--- src/rtl/lsu_mem_master_if.sv ---
// -----------------------------------------------------------------------------
// lsu_mem_master_if
//   Bundles the execute-stage request/response handshake and the data-memory
//   enable/cmd/valid bus that lsu_mem_master sits between.
//
//   Request side  : req_valid/req_ready handshake, req_we, req_funct3,
//                   req_addr, req_wdata.
//   Response side : resp_valid pulse, resp_rdata, resp_misaligned,
//                   resp_timeout.
//   Memory side   : mem_addr, mem_mask, mem_enable, mem_cmd, mem_write_data
//                   toward the memory; mem_load_data, mem_valid back.
//
//   modport master : the load/store unit (lsu_mem_master).
//   modport slave  : everything around it (execute stage + memory).
// -----------------------------------------------------------------------------
`timescale 1ns/1ps

interface lsu_mem_master_if;
    // Execute-stage request
    logic        req_valid;
    logic        req_ready;
    logic        req_we;
    logic [2:0]  req_funct3;
    logic [31:0] req_addr;
    logic [31:0] req_wdata;

    // Execute-stage response
    logic        resp_valid;
    logic [31:0] resp_rdata;
    logic        resp_misaligned;
    logic        resp_timeout;

    // Data-memory bus
    logic [31:0] mem_addr;
    logic [3:0]  mem_mask;
    logic        mem_enable;
    logic        mem_cmd;
    logic [31:0] mem_write_data;
    logic [31:0] mem_load_data;
    logic        mem_valid;

    modport master (
        input  req_valid, req_we, req_funct3, req_addr, req_wdata,
        output req_ready,
        output resp_valid, resp_rdata, resp_misaligned, resp_timeout,
        output mem_addr, mem_mask, mem_enable, mem_cmd, mem_write_data,
        input  mem_load_data, mem_valid
    );

    modport slave (
        output req_valid, req_we, req_funct3, req_addr, req_wdata,
        input  req_ready,
        input  resp_valid, resp_rdata, resp_misaligned, resp_timeout,
        input  mem_addr, mem_mask, mem_enable, mem_cmd, mem_write_data,
        output mem_load_data, mem_valid
    );
endinterface

--- src/rtl/lsu_mem_master.sv ---
// -----------------------------------------------------------------------------
// lsu_mem_master
//   Load/store initiator for the RV32I data-memory port. Accepts one load or
//   store per req_valid/req_ready handshake, drives the enable/cmd/valid
//   memory protocol with a word address, byte mask and lane-replicated store
//   data, and returns sign/zero-extended load data with a one-cycle
//   resp_valid pulse. Misaligned/illegal requests never touch the memory;
//   a memory that stays silent for TIMEOUT_CYCLES cycles is abandoned.
//
// Parameters
//   TIMEOUT_CYCLES : REQ cycles without mem_valid before giving up (1..65535)
//
// Ports
//   clk   : rising-edge clock
//   reset : asynchronous, active-low reset
//   bus   : lsu_mem_master_if.master (request, response and memory signals)
// -----------------------------------------------------------------------------
`timescale 1ns/1ps

module lsu_mem_master #(
    parameter int TIMEOUT_CYCLES = 255
) (
    input  logic                  clk,
    input  logic                  reset,
    lsu_mem_master_if.master      bus
);

    localparam logic [1:0] ST_IDLE    = 2'd0;
    localparam logic [1:0] ST_REQ     = 2'd1;
    localparam logic [1:0] ST_RELEASE = 2'd2;

    localparam logic [2:0] F3_B  = 3'b000;
    localparam logic [2:0] F3_H  = 3'b001;
    localparam logic [2:0] F3_W  = 3'b010;
    localparam logic [2:0] F3_BU = 3'b100;
    localparam logic [2:0] F3_HU = 3'b101;

    // Compared against the incremented 17-bit count so that the maximum
    // setting of 65535 cannot wrap the 16-bit counter.
    localparam logic [16:0] TIMEOUT_LIMIT = 17'(TIMEOUT_CYCLES);

    logic [1:0]  state_q,        state_d;
    logic        req_ready_q,    req_ready_d;
    logic [2:0]  funct3_q,       funct3_d;
    logic [1:0]  byte_off_q,     byte_off_d;
    logic [15:0] cnt_q,          cnt_d;
    logic        mem_enable_q,   mem_enable_d;
    logic        mem_cmd_q,      mem_cmd_d;
    logic [31:0] mem_addr_q,     mem_addr_d;
    logic [3:0]  mem_mask_q,     mem_mask_d;
    logic [31:0] mem_wdata_q,    mem_wdata_d;
    logic        resp_valid_q,   resp_valid_d;
    logic [31:0] resp_rdata_q,   resp_rdata_d;
    logic        resp_mis_q,     resp_mis_d;
    logic        resp_to_q,      resp_to_d;

    // -------------------------------------------------------------------------
    // Incoming request decode: legality, byte mask, store-lane replication
    // -------------------------------------------------------------------------
    logic        req_illegal;
    logic [3:0]  req_mask;
    logic [31:0] req_wdata_rep;

    // NOTE: every signal assigned in an always_comb gets a default first, so
    // no path through the case statements can leave it unassigned and infer
    // a latch.
    always_comb begin
        req_illegal   = 1'b0;
        req_mask      = 4'b1111;
        req_wdata_rep = 32'd0;

        unique case (bus.req_funct3)
            F3_B, F3_BU: req_mask = 4'b0001 << bus.req_addr[1:0];
            F3_H, F3_HU: begin
                req_mask    = 4'b0011 << bus.req_addr[1:0];
                req_illegal = bus.req_addr[0];
            end
            F3_W:        req_illegal = (bus.req_addr[1:0] != 2'b00);
            default:     req_illegal = 1'b1;
        endcase

        // Unsigned widths only exist for loads.
        if (bus.req_we && (bus.req_funct3 == F3_BU || bus.req_funct3 == F3_HU)) begin
            req_illegal = 1'b1;
        end

        // Loads leave the write-data lanes quiet.
        if (bus.req_we) begin
            unique case (bus.req_funct3)
                F3_B:    req_wdata_rep = {4{bus.req_wdata[7:0]}};
                F3_H:    req_wdata_rep = {2{bus.req_wdata[15:0]}};
                default: req_wdata_rep = bus.req_wdata;
            endcase
        end
    end

    // -------------------------------------------------------------------------
    // Load extraction: align the addressed byte/half to bit 0, then extend
    // -------------------------------------------------------------------------
    logic [31:0] load_shifted;
    logic [31:0] load_ext;

    always_comb begin
        load_shifted = bus.mem_load_data >> {byte_off_q, 3'b000};
        load_ext     = load_shifted;
        unique case (funct3_q)
            F3_B:    load_ext = {{24{load_shifted[7]}},  load_shifted[7:0]};
            F3_BU:   load_ext = {24'd0,                  load_shifted[7:0]};
            F3_H:    load_ext = {{16{load_shifted[15]}}, load_shifted[15:0]};
            F3_HU:   load_ext = {16'd0,                  load_shifted[15:0]};
            default: load_ext = load_shifted;
        endcase
    end

    // -------------------------------------------------------------------------
    // Next-state logic
    // -------------------------------------------------------------------------
    logic [16:0] cnt_inc;
    assign cnt_inc = {1'b0, cnt_q} + 17'd1;

    always_comb begin
        state_d      = state_q;
        req_ready_d  = req_ready_q;
        funct3_d     = funct3_q;
        byte_off_d   = byte_off_q;
        cnt_d        = cnt_q;
        mem_enable_d = mem_enable_q;
        mem_cmd_d    = mem_cmd_q;
        mem_addr_d   = mem_addr_q;
        mem_mask_d   = mem_mask_q;
        mem_wdata_d  = mem_wdata_q;
        resp_valid_d = 1'b0;          // pulse: only raised on the entry edge
        resp_rdata_d = resp_rdata_q;  // response fields hold until the next one
        resp_mis_d   = resp_mis_q;
        resp_to_d    = resp_to_q;

        unique case (state_q)
            ST_IDLE: begin
                // Ready comes up on the first edge after reset release.
                req_ready_d = 1'b1;
                if (req_ready_q && bus.req_valid) begin
                    req_ready_d = 1'b0;
                    funct3_d    = bus.req_funct3;
                    byte_off_d  = bus.req_addr[1:0];
                    mem_cmd_d   = bus.req_we;
                    if (req_illegal) begin
                        // Memory is never enabled; answer directly.
                        state_d      = ST_RELEASE;
                        resp_valid_d = 1'b1;
                        resp_rdata_d = 32'd0;
                        resp_mis_d   = 1'b1;
                        resp_to_d    = 1'b0;
                    end else begin
                        state_d      = ST_REQ;
                        cnt_d        = 16'd0;
                        mem_enable_d = 1'b1;
                        mem_addr_d   = {bus.req_addr[31:2], 2'b00};
                        mem_mask_d   = req_mask;
                        mem_wdata_d  = req_wdata_rep;
                    end
                end
            end

            ST_REQ: begin
                cnt_d = cnt_inc[15:0];
                // mem_valid is tested first so it wins over a coincident timeout.
                if (bus.mem_valid) begin
                    state_d      = ST_RELEASE;
                    mem_enable_d = 1'b0;
                    resp_valid_d = 1'b1;
                    resp_rdata_d = mem_cmd_q ? 32'd0 : load_ext;
                    resp_mis_d   = 1'b0;
                    resp_to_d    = 1'b0;
                end else if (cnt_inc == TIMEOUT_LIMIT) begin
                    // Count of enable-high cycles so far equals cnt_q + 1.
                    state_d      = ST_RELEASE;
                    mem_enable_d = 1'b0;
                    resp_valid_d = 1'b1;
                    resp_rdata_d = 32'd0;
                    resp_mis_d   = 1'b0;
                    resp_to_d    = 1'b1;
                end
            end

            ST_RELEASE: begin
                // Wait for the memory to drop mem_valid before taking new work.
                if (!bus.mem_valid) begin
                    state_d     = ST_IDLE;
                    req_ready_d = 1'b1;
                end
            end

            default: begin
                state_d      = ST_IDLE;
                mem_enable_d = 1'b0;
                req_ready_d  = 1'b0;
            end
        endcase
    end

    // -------------------------------------------------------------------------
    // State registers
    // -------------------------------------------------------------------------
    // NOTE: sequential state uses non-blocking assignments so every register
    // samples its _d value from before the edge, independent of statement order.
    always_ff @(posedge clk or negedge reset) begin
        if (!reset) begin
            state_q      <= ST_IDLE;
            req_ready_q  <= 1'b0;
            funct3_q     <= 3'd0;
            byte_off_q   <= 2'd0;
            cnt_q        <= 16'd0;
            mem_enable_q <= 1'b0;
            mem_cmd_q    <= 1'b0;
            mem_addr_q   <= 32'd0;
            mem_mask_q   <= 4'd0;
            mem_wdata_q  <= 32'd0;
            resp_valid_q <= 1'b0;
            resp_rdata_q <= 32'd0;
            resp_mis_q   <= 1'b0;
            resp_to_q    <= 1'b0;
        end else begin
            state_q      <= state_d;
            req_ready_q  <= req_ready_d;
            funct3_q     <= funct3_d;
            byte_off_q   <= byte_off_d;
            cnt_q        <= cnt_d;
            mem_enable_q <= mem_enable_d;
            mem_cmd_q    <= mem_cmd_d;
            mem_addr_q   <= mem_addr_d;
            mem_mask_q   <= mem_mask_d;
            mem_wdata_q  <= mem_wdata_d;
            resp_valid_q <= resp_valid_d;
            resp_rdata_q <= resp_rdata_d;
            resp_mis_q   <= resp_mis_d;
            resp_to_q    <= resp_to_d;
        end
    end

    // All outputs come straight from registers.
    assign bus.req_ready       = req_ready_q;
    assign bus.mem_enable      = mem_enable_q;
    assign bus.mem_cmd         = mem_cmd_q;
    assign bus.mem_addr        = mem_addr_q;
    assign bus.mem_mask        = mem_mask_q;
    assign bus.mem_write_data  = mem_wdata_q;
    assign bus.resp_valid      = resp_valid_q;
    assign bus.resp_rdata      = resp_rdata_q;
    assign bus.resp_misaligned = resp_mis_q;
    assign bus.resp_timeout    = resp_to_q;

endmodule

--- src/flat_wrapper.sv ---
// flat-port wrapper written by rule: the top's interface ports become plain ports
module lsu_mem_master_flat 
#(
    parameter int TIMEOUT_CYCLES = 255
)
  (clk, reset, bus_req_valid, bus_req_we, bus_req_funct3, bus_req_addr, bus_req_wdata, bus_req_ready, bus_resp_valid, bus_resp_rdata, bus_resp_misaligned, bus_resp_timeout, bus_mem_addr, bus_mem_mask, bus_mem_enable, bus_mem_cmd, bus_mem_write_data, bus_mem_load_data, bus_mem_valid);
  lsu_mem_master_if bus_i ();
  input  logic clk;
  input  logic reset;
  input wire logic [$bits(bus_i.req_valid)-1:0] bus_req_valid;
  input wire logic [$bits(bus_i.req_we)-1:0] bus_req_we;
  input wire logic [$bits(bus_i.req_funct3)-1:0] bus_req_funct3;
  input wire logic [$bits(bus_i.req_addr)-1:0] bus_req_addr;
  input wire logic [$bits(bus_i.req_wdata)-1:0] bus_req_wdata;
  output wire logic [$bits(bus_i.req_ready)-1:0] bus_req_ready;
  output wire logic [$bits(bus_i.resp_valid)-1:0] bus_resp_valid;
  output wire logic [$bits(bus_i.resp_rdata)-1:0] bus_resp_rdata;
  output wire logic [$bits(bus_i.resp_misaligned)-1:0] bus_resp_misaligned;
  output wire logic [$bits(bus_i.resp_timeout)-1:0] bus_resp_timeout;
  output wire logic [$bits(bus_i.mem_addr)-1:0] bus_mem_addr;
  output wire logic [$bits(bus_i.mem_mask)-1:0] bus_mem_mask;
  output wire logic [$bits(bus_i.mem_enable)-1:0] bus_mem_enable;
  output wire logic [$bits(bus_i.mem_cmd)-1:0] bus_mem_cmd;
  output wire logic [$bits(bus_i.mem_write_data)-1:0] bus_mem_write_data;
  input wire logic [$bits(bus_i.mem_load_data)-1:0] bus_mem_load_data;
  input wire logic [$bits(bus_i.mem_valid)-1:0] bus_mem_valid;
  assign bus_i.req_valid = bus_req_valid;
  assign bus_i.req_we = bus_req_we;
  assign bus_i.req_funct3 = bus_req_funct3;
  assign bus_i.req_addr = bus_req_addr;
  assign bus_i.req_wdata = bus_req_wdata;
  assign bus_req_ready = bus_i.req_ready;
  assign bus_resp_valid = bus_i.resp_valid;
  assign bus_resp_rdata = bus_i.resp_rdata;
  assign bus_resp_misaligned = bus_i.resp_misaligned;
  assign bus_resp_timeout = bus_i.resp_timeout;
  assign bus_mem_addr = bus_i.mem_addr;
  assign bus_mem_mask = bus_i.mem_mask;
  assign bus_mem_enable = bus_i.mem_enable;
  assign bus_mem_cmd = bus_i.mem_cmd;
  assign bus_mem_write_data = bus_i.mem_write_data;
  assign bus_i.mem_load_data = bus_mem_load_data;
  assign bus_i.mem_valid = bus_mem_valid;
  lsu_mem_master #(.TIMEOUT_CYCLES(TIMEOUT_CYCLES)) u_core (.clk(clk), .reset(reset), .bus(bus_i));
endmodule
--- config.mk ---
export PLATFORM = sky130hd
export DESIGN_NAME = lsu_mem_master_flat
export DESIGN_NICKNAME = d
export VERILOG_FILES = /design/src/rtl/lsu_mem_master_if.sv /design/src/rtl/lsu_mem_master.sv /design/src/flat_wrapper.sv
export SDC_FILE = /design/constraint.sdc
export NUM_CORES = 1
export LEC_CHECK = 0
export CAP_MARGIN = 10
export CORE_UTILIZATION = 30
export CTS_CLUSTER_DIAMETER = 30
export DETAILED_ROUTE_END_ITERATION = 8
export PLACE_DENSITY = 0.51
export SETUP_SLACK_MARGIN = 0.02
export SYNTH_ARGS = -nofsm -noshare
export SYNTH_HDL_FRONTEND = slang
export SYNTH_SLANG_ARGS = --single-unit
--- constraint.sdc ---
create_clock -name clk -period 2.9 [get_ports clk]
set_input_delay 0.29 -clock clk [delete_from_list [all_inputs] [get_ports clk]]
set_output_delay 0.29 -clock clk [all_outputs]
set_load 0.02 [all_outputs]
# Yosys cells after proc, flatten, opt, wreduce, memory -nomap -nowiden
# Cells that the tools add are included.
# Widths: inputs -> output; s select.
word_totals:
  reg_bits: 127
  input_bits: 104
  word_cells: 95
op_classes:
  mux: 42
  eq_ne: 15
  shift: 3
  bitwise_logic: 3
  add_sub_neg: 1
  n_reduce_logical: 17
op_table:
  columns: ["cell", "count"]
  rows:
  - ["$mux 32", 6]
  - ["$pmux 32 s2", 2]
  - ["$pmux 32 s4", 1]
  - ["$mux 16", 2]
  - ["$pmux 16 s2", 1]
  - ["$shr 32x5->32", 1]
  - ["$add 16x1->17 const B", 1]
  - ["$eq 17x8->1 const B", 1]
  - ["$mux 1", 17]
  - ["$eq 3x3->1 const B", 4]
  - ["$mux 2", 5]
  - ["$pmux 1 s3", 3]
  - ["$reduce_and 3->1", 3]
  - ["$pmux 4 s2", 1]
  - ["$reduce_and 4->1", 2]
  - ["$eq 3x1->1 const B", 2]
  - ["$logic_not 3->1", 2]
  - ["$pmux 1 s2", 3]
  - ["$pmux 2 s3", 1]
  - ["$ne 2x1->1 const B", 2]
  - ["$ne 2x2->1 const B", 2]
  - ["$reduce_and 2->1", 2]
  - ["$reduce_bool 2->1", 2]
  - ["$reduce_or 2->1", 2]
  - ["10 further kinds", 13]

# Depth between registers and ports, before layout
# Gate-level depths: netlist (run 1).
depth:
  depth_word: 7
  depth_mapped: 10

# Worst setup path before layout (run 1)
# Ideal clock, no wire load.
synth_timing:
  path_type: "flip-flop to flip-flop"
  from: "register u_core.cnt_q[0]"
  to: "register u_core.mem_enable_q (netlist: u_core.bus.mem_enable)"
  path_slack_ns: 0.619
  n_path_buf: 3
  t_arrival_ns: 2.131
  path_stages_with_launch: 10
  required_ns: 2.750
  cell_sequence: "dfrtp_1 > ha_1 > buf_2 > or4_1 > a31oi_1 > and4_1 > buf_6 > buf_6 > and2b_1 > o221ai_1"
synth_between:
  elab_chain_len: 4
synth_lines:
  columns: ["item", "line", "source"]
  rows:
  - ["start: declaration", "lsu_mem_master.sv:46", "logic [15:0] cnt_q, cnt_d;"]
  - ["start signal: assignment", "lsu_mem_master.sv:227", "cnt_q <= cnt_d;"]
  - ["$add 16x1->17", "lsu_mem_master.sv:119", "assign cnt_inc = {1'b0, cnt_q} + 17'd1;"]
  - ["$eq 17x8->1", "lsu_mem_master.sv:174", "end else if (cnt_inc == TIMEOUT_LIMIT) begin"]
  - ["$ne 3x2->1 (no source line)", null, null]
  - ["$reduce_and 4->1 (no source line)", null, null]
  - ["end signal: assignment", "lsu_mem_master.sv:228", "mem_enable_q <= mem_enable_d;"]
  - ["end: declaration", "lsu_mem_master.sv:47", "logic mem_enable_q, mem_enable_d;"]
# Every way passes these cells.
# A chain may end at the register's enable or synchronous reset.

# Final worst setup path (run 1)
layout_timing:
  from: "register u_core.cnt_q[1]"
  to: "register u_core.mem_enable_q (netlist: u_core.bus.mem_enable)"
# Same word-level chain as after synthesis.

==> metrics.txt, run 1 <==
status=complete, no violations; # diodes=0; largest net degree at the start of global routing=105; Remaining Overflow, GRT=0; Worst R2R Start=u_core.cnt_q[1]; Post-CTS Resized=0; worst path arrival time=2.93 ns; Max stage delay cell, worst path=dfrtp_1; yosys warns=0; Worst Hold Class=input pin to flop; Final #Nets=1042; count of input and output buffers=207; top_reg_cell synth=dfrtp_1; Clk pin slew, worst setup/hold paths=0.06 ns; CTS tree=built; Syn Area/Cell=9.463 sq um; Crit path max-delay family=simple AND/OR/NAND/NOR gates; latest clock arrival within the worst-skew pair=0.43 ns; WP data required=3.17 ns; layout cells sized above 1=13.19%; Critical Path Start=u_core.cnt_q[1]; synthesized cell area=7154 sq um; Num CTS Buffers=17; clk buf depth=2; number of global-route vias before repair=6344; Die Height=156.4 um; Initial Util=30.57%; Clock Root Buffer=clkbuf_16; max cap viols=0; period utilization=91.72%; HPWL Detailed=15.70 mm; Horiz. Die Dim=156.4 um; Slew Limit Fails=0; Critical Path Fanout Max=34; PwrDens=999.3 nW/um^2; Top-Level Pins=210; fmax=0.3760 GHz; clock skew=0.01359 ns; Post-synth EDFFs=0; Layout area overhead=42.81%; leakage power=4.129 nW; initial antenna violation count=0; DIE AREA=24470 sq um; Total GRT Usage=19.43%; 1st-iter DRT viols=358; Final min period=2.660 ns; Routed Antenna Nets=0; TritonRoute pass-1 iters=5; Worst-Margin Slew=1.134 ns; first-pass GRT wire length=36.54 mm; Rel. slew slack=23.92%; FFs w/ async S/R, synth=100.0%; post-synth cell types=58; GPL Wtd Cong=0.7724; Area contributors post-synth=dfrtp_1 44%, mux2_2 8.0%, nand2_1 6.0%; post-synth top area cell=dfrtp_1; H-Tree Level Count=4; average wire per standard cell=18.28 um; Vias per Instance=5.145; Hold Startpoint=bus_mem_valid; crit end category=flop; worst path cell trace=ha_1, nand4_2, nor3_2, mux2i_1, and4_1, buf_12, and2b_1, o221ai_1; clk sinks=127; crit path buf inv count=1; part of the Yosys area used for sequential elements=44.42%; total number of vias=6519; FF+latch count, synth=127; Routed WL=23.16 mm; Worst VDD drop=495.7 uV; cell count after synthesis=756; hold_ws=0.2470 ns; CP Launch Type=flop; endpoints failing hold=0; DRC=0; final-report setup violation count=0; RSZ-0062 raised after global routing=no; # rows=56; Synth top area share=44.42%; crit path kind=flop to flop; setup TNS=0 ns; Slowest Stage Delay on Critical Path=0.42 ns; core area=23400 sq um
-- cell type report --
class	count	area, sq um
clock inverters	14	206.4
clock buffers	17	425.4
well taps	319	399.1
repair buffers	234	2336
flip-flops and latches	127	3178
multi-input cells	551	3654
inverters	5	18.77
fillers	2355	13190
-- cells in the mapped netlist (all sizes together) (4+ instances only) --
master,n
nor3b,16
a32oi,16
nand4,20
o211ai,8
o21a,8
nand3,24
a21oi,13
o31ai,20
nand4b,18
buf,19
dfrtp,127
a21boi,8
or4b,16
nand2,115
nor3,4
clkbuf,55
mux2,51
nand3b,20
inv,5
o21ai,64
xnor2,4
o221ai,17
nor2,46
mux2i,20
a31oi,5
-- report_power, final --
| part | switching, mW | leakage, nW | internal (mW) |
|---|---|---|---|
| Sequential | 0.628 | 1.55 | 2.51 |
| Clock | 0.886 | 0.305 | 1.45 |
| Combinational | 2.42 | 2.28 | 2.32 |
| Total | 3.93 | 4.13 | 6.27 |
-- worst paths after layout --
kind	end	slack, ns	cells after the start
min reg2reg	u_core.bus.mem_write_data[12]	0.47	2
max reg2reg	u_core.bus.mem_enable	0.24	8
min in group asynchronous	u_core.bus.mem_addr[10]	0.42	2
max in group asynchronous	u_core.bus.resp_rdata[7]	1.67	3
max	u_core.bus.mem_enable	0.24	8
min	u_core.bus.resp_misaligned	0.25	4
-- per-stage QoR --
stage	cells	worst slack, ns	instance area (sq um)	power (mW)	util (%)
final	1267	0.2402	10220	10.21	43.66
after CTS	1266	0.2149	10210	10.31	43.63
after global placement	1234	0.1069	9568	7.880	40.88
after floorplan	757	0.6190	7158	5.697	-
after global routing	1267	0.02974	10220	10.84	43.66
after detailed placement	1234	0.05129	9568	7.912	40.88
-- cell families (layout without fill, tap and decap cells) --
family | count (synthesis) | in the layout | synth area share (%)
other | 1 | 2 | 0.05242
multiplexers | 71 | 71 | 10.83
AO/OA/AOI/OAI | 169 | 169 | 15.72
flip-flops | 127 | 127 | 44.42
AND/OR/NAND/NOR | 301 | 301 | 23.10
adder cells (fa/ha/maj) | 2 | 2 | 0.3497
buffers and inverters | 79 | 270 | 4.792
XOR/XNOR | 6 | 6 | 0.7345
-- cell usage in the layout, fill, tap and decap left out, types with 4 or more instances in the layout --
master / instances
a21oi_1: 13
clkdlybuf4s50_1: 205
nand3_1: 23
dfrtp_1: 127
o211ai_1: 8
clkbuf_16: 17
o21a_1: 8
inv_1: 5
o31ai_1: 20
nand3b_1: 20
a21boi_0: 8
mux2i_1: 20
or4b_1: 16
clkinv_4: 5
bufinv_16: 4
nand4b_1: 18
a31oi_1: 4
nor2_1: 46
buf_4: 21
a32oi_1: 16
buf_12: 5
inv_6: 4
o21ai_0: 62
mux2_2: 51
o221ai_1: 17
nand2_1: 113
nor3b_1: 16
xnor2_1: 4
nand4_1: 19
-- worst reg2reg max path, stage by stage, from the launching register on --
cell and delay [ns]:
dfrtp_1 0.42, ha_1 0.40, nand4_2 0.23, nor3_2 0.30, mux2i_1 0.26, and4_1 0.27, buf_12 0.21, and2b_1 0.28
o221ai_1 0.15
-- per-layer routing --
metal	track usage, %	share of wire [%]	up-vias
li1	-	-	3125
met1	26.57	46	3158
met2	28.19	43	222
met3	8.003	10	14
met4	4.762	0.89	0
met5	0	0	-
-- flip-flops by register name, summed over array words and instances (netlist names) --
name / flops
u_core.bus.mem_mask: 4
u_core.funct3_q: 3
u_core.bus.resp_timeout: 1
u_core.bus.resp_rdata: 32
u_core.bus.mem_cmd: 1
u_core.byte_off_q: 2
u_core.bus.mem_enable: 1
u_core.state_q: 2
u_core.bus.mem_addr: 30
u_core.cnt_q: 16
u_core.bus.req_ready: 1
u_core.bus.resp_valid: 1
u_core.bus.resp_misaligned: 1
u_core.bus.mem_write_data: 32
-- what timing repair did --
action	4_1_cts	5_1_grt
hold buffers	1	0
buffers inserted	0	0
endpoints found under the hold margin	61	0
Power figures use the tool's default switching activity.
==> run 2, diff against run 1 <==
--- a/config.mk
+++ b/config.mk
@@ -5,12 +5,13 @@
 export SDC_FILE = /design/constraint.sdc
 export NUM_CORES = 1
 export LEC_CHECK = 0
+export ABC_AREA = 1
 export CAP_MARGIN = 10
 export CORE_UTILIZATION = 30
 export CTS_CLUSTER_DIAMETER = 30
 export DETAILED_ROUTE_END_ITERATION = 8
-export PLACE_DENSITY = 0.51
-export SETUP_SLACK_MARGIN = 0.02
+export PLACE_DENSITY = 0.52
+export SETUP_SLACK_MARGIN = 0.5
 export SYNTH_ARGS = -nofsm -noshare
 export SYNTH_HDL_FRONTEND = slang
 export SYNTH_SLANG_ARGS = --single-unit
==> constraint.sdc (replaced) <==
create_clock -name clk -period 2.8 [get_ports clk]
set_input_delay 0.28 -clock clk [delete_from_list [all_inputs] [get_ports clk]]
set_output_delay 0.28 -clock clk [all_outputs]
set_load 0.02 [all_outputs]
==> run 2 against run 1 <==
Against the previous run: clock power shrank 5%; core utilization rose by 1.9 points; cell count grew 3.9%; hold slack improved by 0.14 ns; clock-buffer cell count increased by 1; sequential cell count is the same; area after synthesis down 11%; clock skew decreased by 0.0018 ns; final area decreased by 8.6%; global-route usage down 0.71 points; critical path type unchanged; highest routed layer unchanged.
==> metrics.txt, run 2 <==
Synth top area share=50.06% (was 44.42%); endpoints failing hold=0 (unchanged); Horiz. Die Dim=147.5 um (was 156.4 um); most common cell in the netlist=nand2_1 (was dfrtp_1); H-Tree Level Count=4 (unchanged); Routed Antenna Nets=0 (unchanged); period utilization=76.44% (was 91.72%); Slew Limit Fails=0 (unchanged); yosys warns=0 (unchanged); Remaining Overflow, GRT=0 (unchanged); # diodes=0 (unchanged); total number of vias=6107 (was 6519); Power Total=9.663 mW (was 10.21 mW); first-pass GRT wire length=31.95 mm (was 36.54 mm); Area contributors post-synth=dfrtp_1 50%, nand2_1 20%, nand3_1 6.1% (was dfrtp_1 44%, mux2_2 8.0%, nand2_1 6.0%); Worst Hold Class=input pin to flop (unchanged); max cap viols=0 (unchanged); FFs w/ async S/R, synth=100.0% (unchanged); CP Launch Type=flop (unchanged); Routed WL=20.01 mm (was 23.16 mm); number of global-route vias before repair=5928 (was 6344); crit path kind=flop to flop (unchanged); Worst VDD drop=494.5 uV (was 495.7 uV); post-synth top area cell=dfrtp_1 (unchanged); worst path arrival time=2.43 ns (was 2.93 ns); TritonRoute pass-1 iters=5 (unchanged); PwrDens=1035 nW/um^2 (was 999.3 nW/um^2); post-synth cell types=35 (was 58); commonest non-fill, non-tap cell in the layout=nand2_1 (was clkdlybuf4s50_1); r2r endpoint=u_core.bus.resp_rdata[7] (was u_core.bus.mem_enable); Top-Level Pins=210 (unchanged); final-report setup violation count=0 (unchanged); part of the Yosys area used for sequential elements=50.06% (was 44.42%); Worst-Margin Slew=0.6496 ns (was 1.134 ns); initial antenna violation count=0 (unchanged); # rows=52 (was 56); leakage power=4.344 nW (was 4.129 nW); fmax=0.4672 GHz (was 0.3760 GHz); Total GRT Usage=18.72% (was 19.43%); CTS tree=built (unchanged); setup TNS=0 ns (unchanged); FF+latch count, synth=127 (unchanged); Layout area overhead=47.12% (was 42.81%); DRC=0 (unchanged); status=complete, no violations (unchanged); Critical Path Start=u_core.cnt_q[3] (was u_core.cnt_q[1]); Clock Root Buffer=clkbuf_16 (unchanged); Final #Nets=1139 (was 1042); crit end category=flop (unchanged); HPWL Detailed=13.97 mm (was 15.70 mm); GPL Wtd Cong=0.7847 (was 0.7724); Critical Path Fanout Max=18 (was 34); layout cells sized above 1=6.310% (was 13.19%); Vias per Instance=4.641 (was 5.145); WP data required=3.09 ns (was 3.17 ns); average wire per standard cell=15.21 um (was 18.28 um); Final min period=2.140 ns (was 2.660 ns); worst-case reg-to-reg path depth=12 (was 8); Initial Util=30.98% (was 30.57%); Worst R2R Start=u_core.cnt_q[3] (was u_core.cnt_q[1]); synthesized cell area=6349 sq um (was 7154 sq um); cell count after synthesis=831 (was 756); utilization after layout=45.57% (was 43.66%); commonest non-fill, non-tap cells in the layout=345 x nand2_1, 206 x clkdlybuf4s50_1, 127 x dfrtp_1, 78 x nand3_1, 75 x o21ai_0 (was 205 x clkdlybuf4s50_1, 127 x dfrtp_1, 113 x nand2_1, 62 x o21ai_0, 51 x mux2_2); clk buf depth=2 (unchanged); RSZ-0062 raised after global routing=no (unchanged); Rel. slew slack=56.69% (was 23.92%); latest clock arrival within the worst-skew pair=0.42 ns (was 0.43 ns); WHS Path Cells=3 (was 4); Placed Cells=1280 (was 1234); Clk pin slew, worst setup/hold paths=0.06 ns (about the same); fin cells=1316 (was 1267); largest net degree at the start of global routing=69 (was 105); Synth top cells by count=346 x nand2_1, 127 x dfrtp_1, 78 x nand3_1 (was 127 x dfrtp_1, 114 x nand2_1, 62 x o21ai_0); core area=20490 sq um (was 23400 sq um); count of input and output buffers=207 (unchanged); r2r setup slk=0.66 ns (was 0.24 ns); clk sinks=127 (unchanged); 1st-iter DRT viols=340 (was 358); clock skew=0.01179 ns (was 0.01359 ns); top_reg_cell synth=dfrtp_1 (unchanged); Syn Area/Cell=7.640 sq um (was 9.463 sq um); Die Height=147.5 um (was 156.4 um); DIE AREA=21750 sq um (was 24470 sq um); Post-synth EDFFs=0 (unchanged); Fill cells=2039 (was 2355); Num CTS Buffers=17 (unchanged); worst setup path end=u_core.bus.resp_rdata[7] (was u_core.bus.mem_enable)
-- run 2: cell types whose count changed after synthesis, moves of 19 or more --
cell      delta
inv_1       +39
clkbuf_1    -29
nand3b_1    -19
mux2_2      -51
nand3_1     +55
nand2_1    +232
-- run 2: worst min path at each step --
stage                           startpoint                 endpoint  slack [ns]
after floorplan                      reset  u_core.bus.mem_addr[10]       -0.02
after detailed placement             reset          u_core.cnt_q[6]        0.28
after global routing      bus_req_addr[19]  u_core.bus.mem_addr[19]        0.38
final                      bus_req_addr[6]   u_core.bus.mem_addr[6]        0.39
after global placement               reset          u_core.cnt_q[5]        0.30
after CTS                  bus_req_addr[6]   u_core.bus.mem_addr[6]        0.38
-- run 2: logic make-up after synthesis --
logic type      synth area share (%)
simple gates                   30.80
mux                            1.104
buf+inv                        6.247
fa+ha+maj                     0.3941
other cells                  0.05907
flops                          50.06
compound gates                 11.06
xor+xnor                      0.2760
-- run 2: timing repair --
| item | in CTS | in global routing |
|---|---|---|
| hold buffers | 1 | 0 |
| endpoints found under the setup margin | 0 | 36 |
| setup buffers | 0 | 2 |
| endpoints found under the hold margin | 50 | 0 |
| gates resized for setup | 0 | 3 |
-- run 2: worst max-delay path: stages (launching register included) --
cell and delay [ns]:
dfrtp_1 0.41, nand2_1 0.10, nor2_1 0.27, nand2_1 0.21, nor2_1 0.13, nand2_1 0.06
nand2_1 0.08, nand3_1 0.11, nor2_4 0.22, nand3_4 0.10, buf_12 0.17, nand3_1 0.06
o21ai_0 0.08
-- run 2: where the power goes --
part,leakage [nW],internal (mW),switching [mW]
Sequential,1.67,2.58,0.483
Combinational,2.40,1.93,2.45
Clock,0.279,1.28,0.942
-- run 2: metrics by stage --
stage / instance area [sq um] / hold WS (ns) / setup WS (ns)
finish: 9340 / 0.3919 / 0.6597
global route: 9340 / 0.3762 / 0.5013
CTS: 9273 / 0.3796 / 0.5026
detailed placement: 8678 / 0.2845 / 0.4284
global placement: 8678 / 0.2984 / 0.4375
floorplan: 6352 / -0.01559 / 0.9939
-- run 2: per-layer routing --
metal  global-route usage [%]  vias up  part of all wire (%)
met4                    4.227        0                   1.0
met5                        0        -                     0
li1                         -     3106                     -
met1                    25.90     2812                    47
met3                    6.852       14                   7.5
met2                    27.76      175                    44
-- run 2: final cells by class --
class                      count  area [sq um]  share of cell area, %
sequential                   127          3178                  34.03
multi-input combinational    613          2813                  30.11
timing repair buffer         227          2251                  24.10
clock buffer                  18         439.2                  4.702
tap                          270         337.8                  3.617
inverter                      47         176.4                  1.889
clock inverter                14         145.1                  1.554
==> edit (flow settings as in run 2) <==
Make the reset (`reset`) synchronous in one clocked block. Comments in the files are not updated.
--- a/src/rtl/lsu_mem_master.sv
+++ b/src/rtl/lsu_mem_master.sv
@@ -205,3 +205,3 @@
     // samples its _d value from before the edge, independent of statement order.
-    always_ff @(posedge clk or negedge reset) begin
+    always_ff @(posedge clk) begin
         if (!reset) begin
Check against the original RTL: differs if reset is asserted again (counterexample within 4 cycles, from zero or initial values and one cycle with reset low); with reset held inactive, the same outputs for 4 cycles.
==> edit against run 2 <==
Wire length rose by 2.4%; count of clock-buffer cells in the layout decreased by 1; synthesized area is 2.9% lower; maximum frequency is 0.52% higher; die area down 2.9%; critical path type unchanged; sequential cell count unchanged; clock skew fell by 2.3 ps; worst hold slack better by 45 ps; largest cell class is now multi-input gates; synthesized cell count is 7.3% higher; design area decreased by 2.8%; worst setup slack gained 11 ps.
Power is not compared: it rests on default switching activity, and its combinational part moved more than twofold at a synthesized area within 25%.
==> edit: results (changes against run 2) <==
| Metric | Value |
|---|---|
| HPWL after DPL | 14400 µm (+3.1%) |
| Synth top area cells | dfxtp_1, nand2_1, a21oi_1 |
| Placed cells | 1331 (+4.0%) |
| Largest net degree at the start of global routing | 68 (-1.4%) |
| GRT Total Usage | 19.5% (+0.73 points) |
| Min Hold Slack | 437 ps (+45.4 ps) |
| Hold/Removal Path Class | in2reg |
| Setup tns final | 0 ps (unchanged) |
| Synth Area in Compound Gates | 19.8% (+8.8 points) |
| Vias | 6446 (+5.6%) |
| Yosys cell types | 40 (+14%) |
| Met1 global-route usage | 25.3% (-0.56 points) |
| Clock skew | 9.48 ps (-2.30 ps) |
| CP Max Fanout | 17 (-1) |
| First DRT Iteration DRCs | 457 (+34%) |
| Vias in the first global route | 6092 (+2.8%) |
| Met2 Resource Use GR | 29.9% (+2.1 points) |
| Post-synthesis xor/xnor area fraction | 0.284% (+0.0083 points) |
| Layout fillers | 2111 (+3.5%) |
| Proportion of layout cells with a drive suffix above 1 | 9.41% (+3.1 points) |
| Wire length on met2 | 9290 µm (+5.0%) |
| Gate Count Post-Synth | 892 (+7.3%) |
| M1 WL | 9390 µm (-0.78%) |
| Post-synthesis sequential area ratio | 41.3% (-8.8 points) |
| Grt met3 use | 7.89% (+1.0 points) |
| CP max stage cell | dfxtp_1 |
| Post-DR vias/cell | 4.73 (+1.8%) |
| FF-to-FF path depth | 14 (+2) |
| Adder-cell share of the synthesized area | 0.406% (+0.012 points) |
| Met3 wire len | 1650 µm (+10%) |
| Clock Path Buffers | 2 (unchanged) |
| First-pass GRT wire length | 32700 µm (+2.2%) |
| Multiplexer share of the synthesized area | 0.650% (-0.45 points) |
| Most common flop cell mapped by yosys | dfxtp_1 |
| Synth async-reset ratio | 0% (-100 points) |
| Top post-synthesis cells by count | nand2_1, dfxtp_1, a21oi_1, nor2_1, o21ai_0 |
| Placed cell areas | 0.00850 mm² (-2.0%) |
| Status | complete, no violations |
| Routed WL | 20500 µm (+2.4%) |
| Placer Congestion | 0.806 (+2.8%) |
| Fin nets | 1187 (+4.2%) |
-- edit: cell count changes in the layout (fill, tap and decap cells not counted), moves of 12 or more --
cell / before / now
dfrtp_1: 127 / 0
dfxtp_1: 0 / 127
nor3_1: 3 / 15
nand3_2: 1 / 15
o31ai_1: 26 / 0
a21oi_1: 8 / 112
o21ai_0: 75 / 98
nor2_1: 35 / 102
nand3_1: 78 / 65
nand2_1: 345 / 189
-- edit: stage by stage --
stage	util, %	setup WS [ps]
floorplan	-	924
global placement	42.2	328
detailed placement	42.2	286
CTS	44.9	623
global route	45.0	508
finish	45.0	671
-- edit: layout make-up --
class,count,area share (%)
timing repair inverter,1,0.0551
timing repair buffer,227,25.1
inverter,56,2.38
tap,270,3.72
clock inverter,15,1.41
multi-input combinational,651,34.6
clock buffer,17,4.69
sequential,127,28.0
-- edit: where the power goes --
part | switching (mW) | total [mW] | leakage (nW) | internal [mW]
Clock | 0.941 | 2.10 | 0.262 | 1.16
Sequential | 0.0434 | 1.91 | 1.03 | 1.87
Combinational | 0.435 | 0.786 | 2.09 | 0.351
-- edit: final timing paths --
| check | slack (ps) | from | end |
|---|---|---|---|
| setup reg to reg | 670 | u_core.cnt_q[1]$_SDFFE_PN0P_ | u_core.bus.resp_timeout$_SDFFE_PN0P_ |
| setup / recovery | 670 | u_core.cnt_q[1]$_SDFFE_PN0P_ | u_core.bus.resp_timeout$_SDFFE_PN0P_ |
| hold reg to reg | 470 | u_core.bus.mem_write_data[7]$_SDFFE_PN0P_ | u_core.bus.mem_write_data[7]$_SDFFE_PN0P_ |
| hold / removal | 440 | bus_req_addr[20] | u_core.bus.mem_addr[20]$_SDFFE_PN0P_ |
-- edit: timing repair --
item / 4_1_cts / 5_1_grt
endpoints found under the setup margin: 0 / 29
endpoints found under the hold margin: 0 / 0
gates resized for setup: 0 / 6
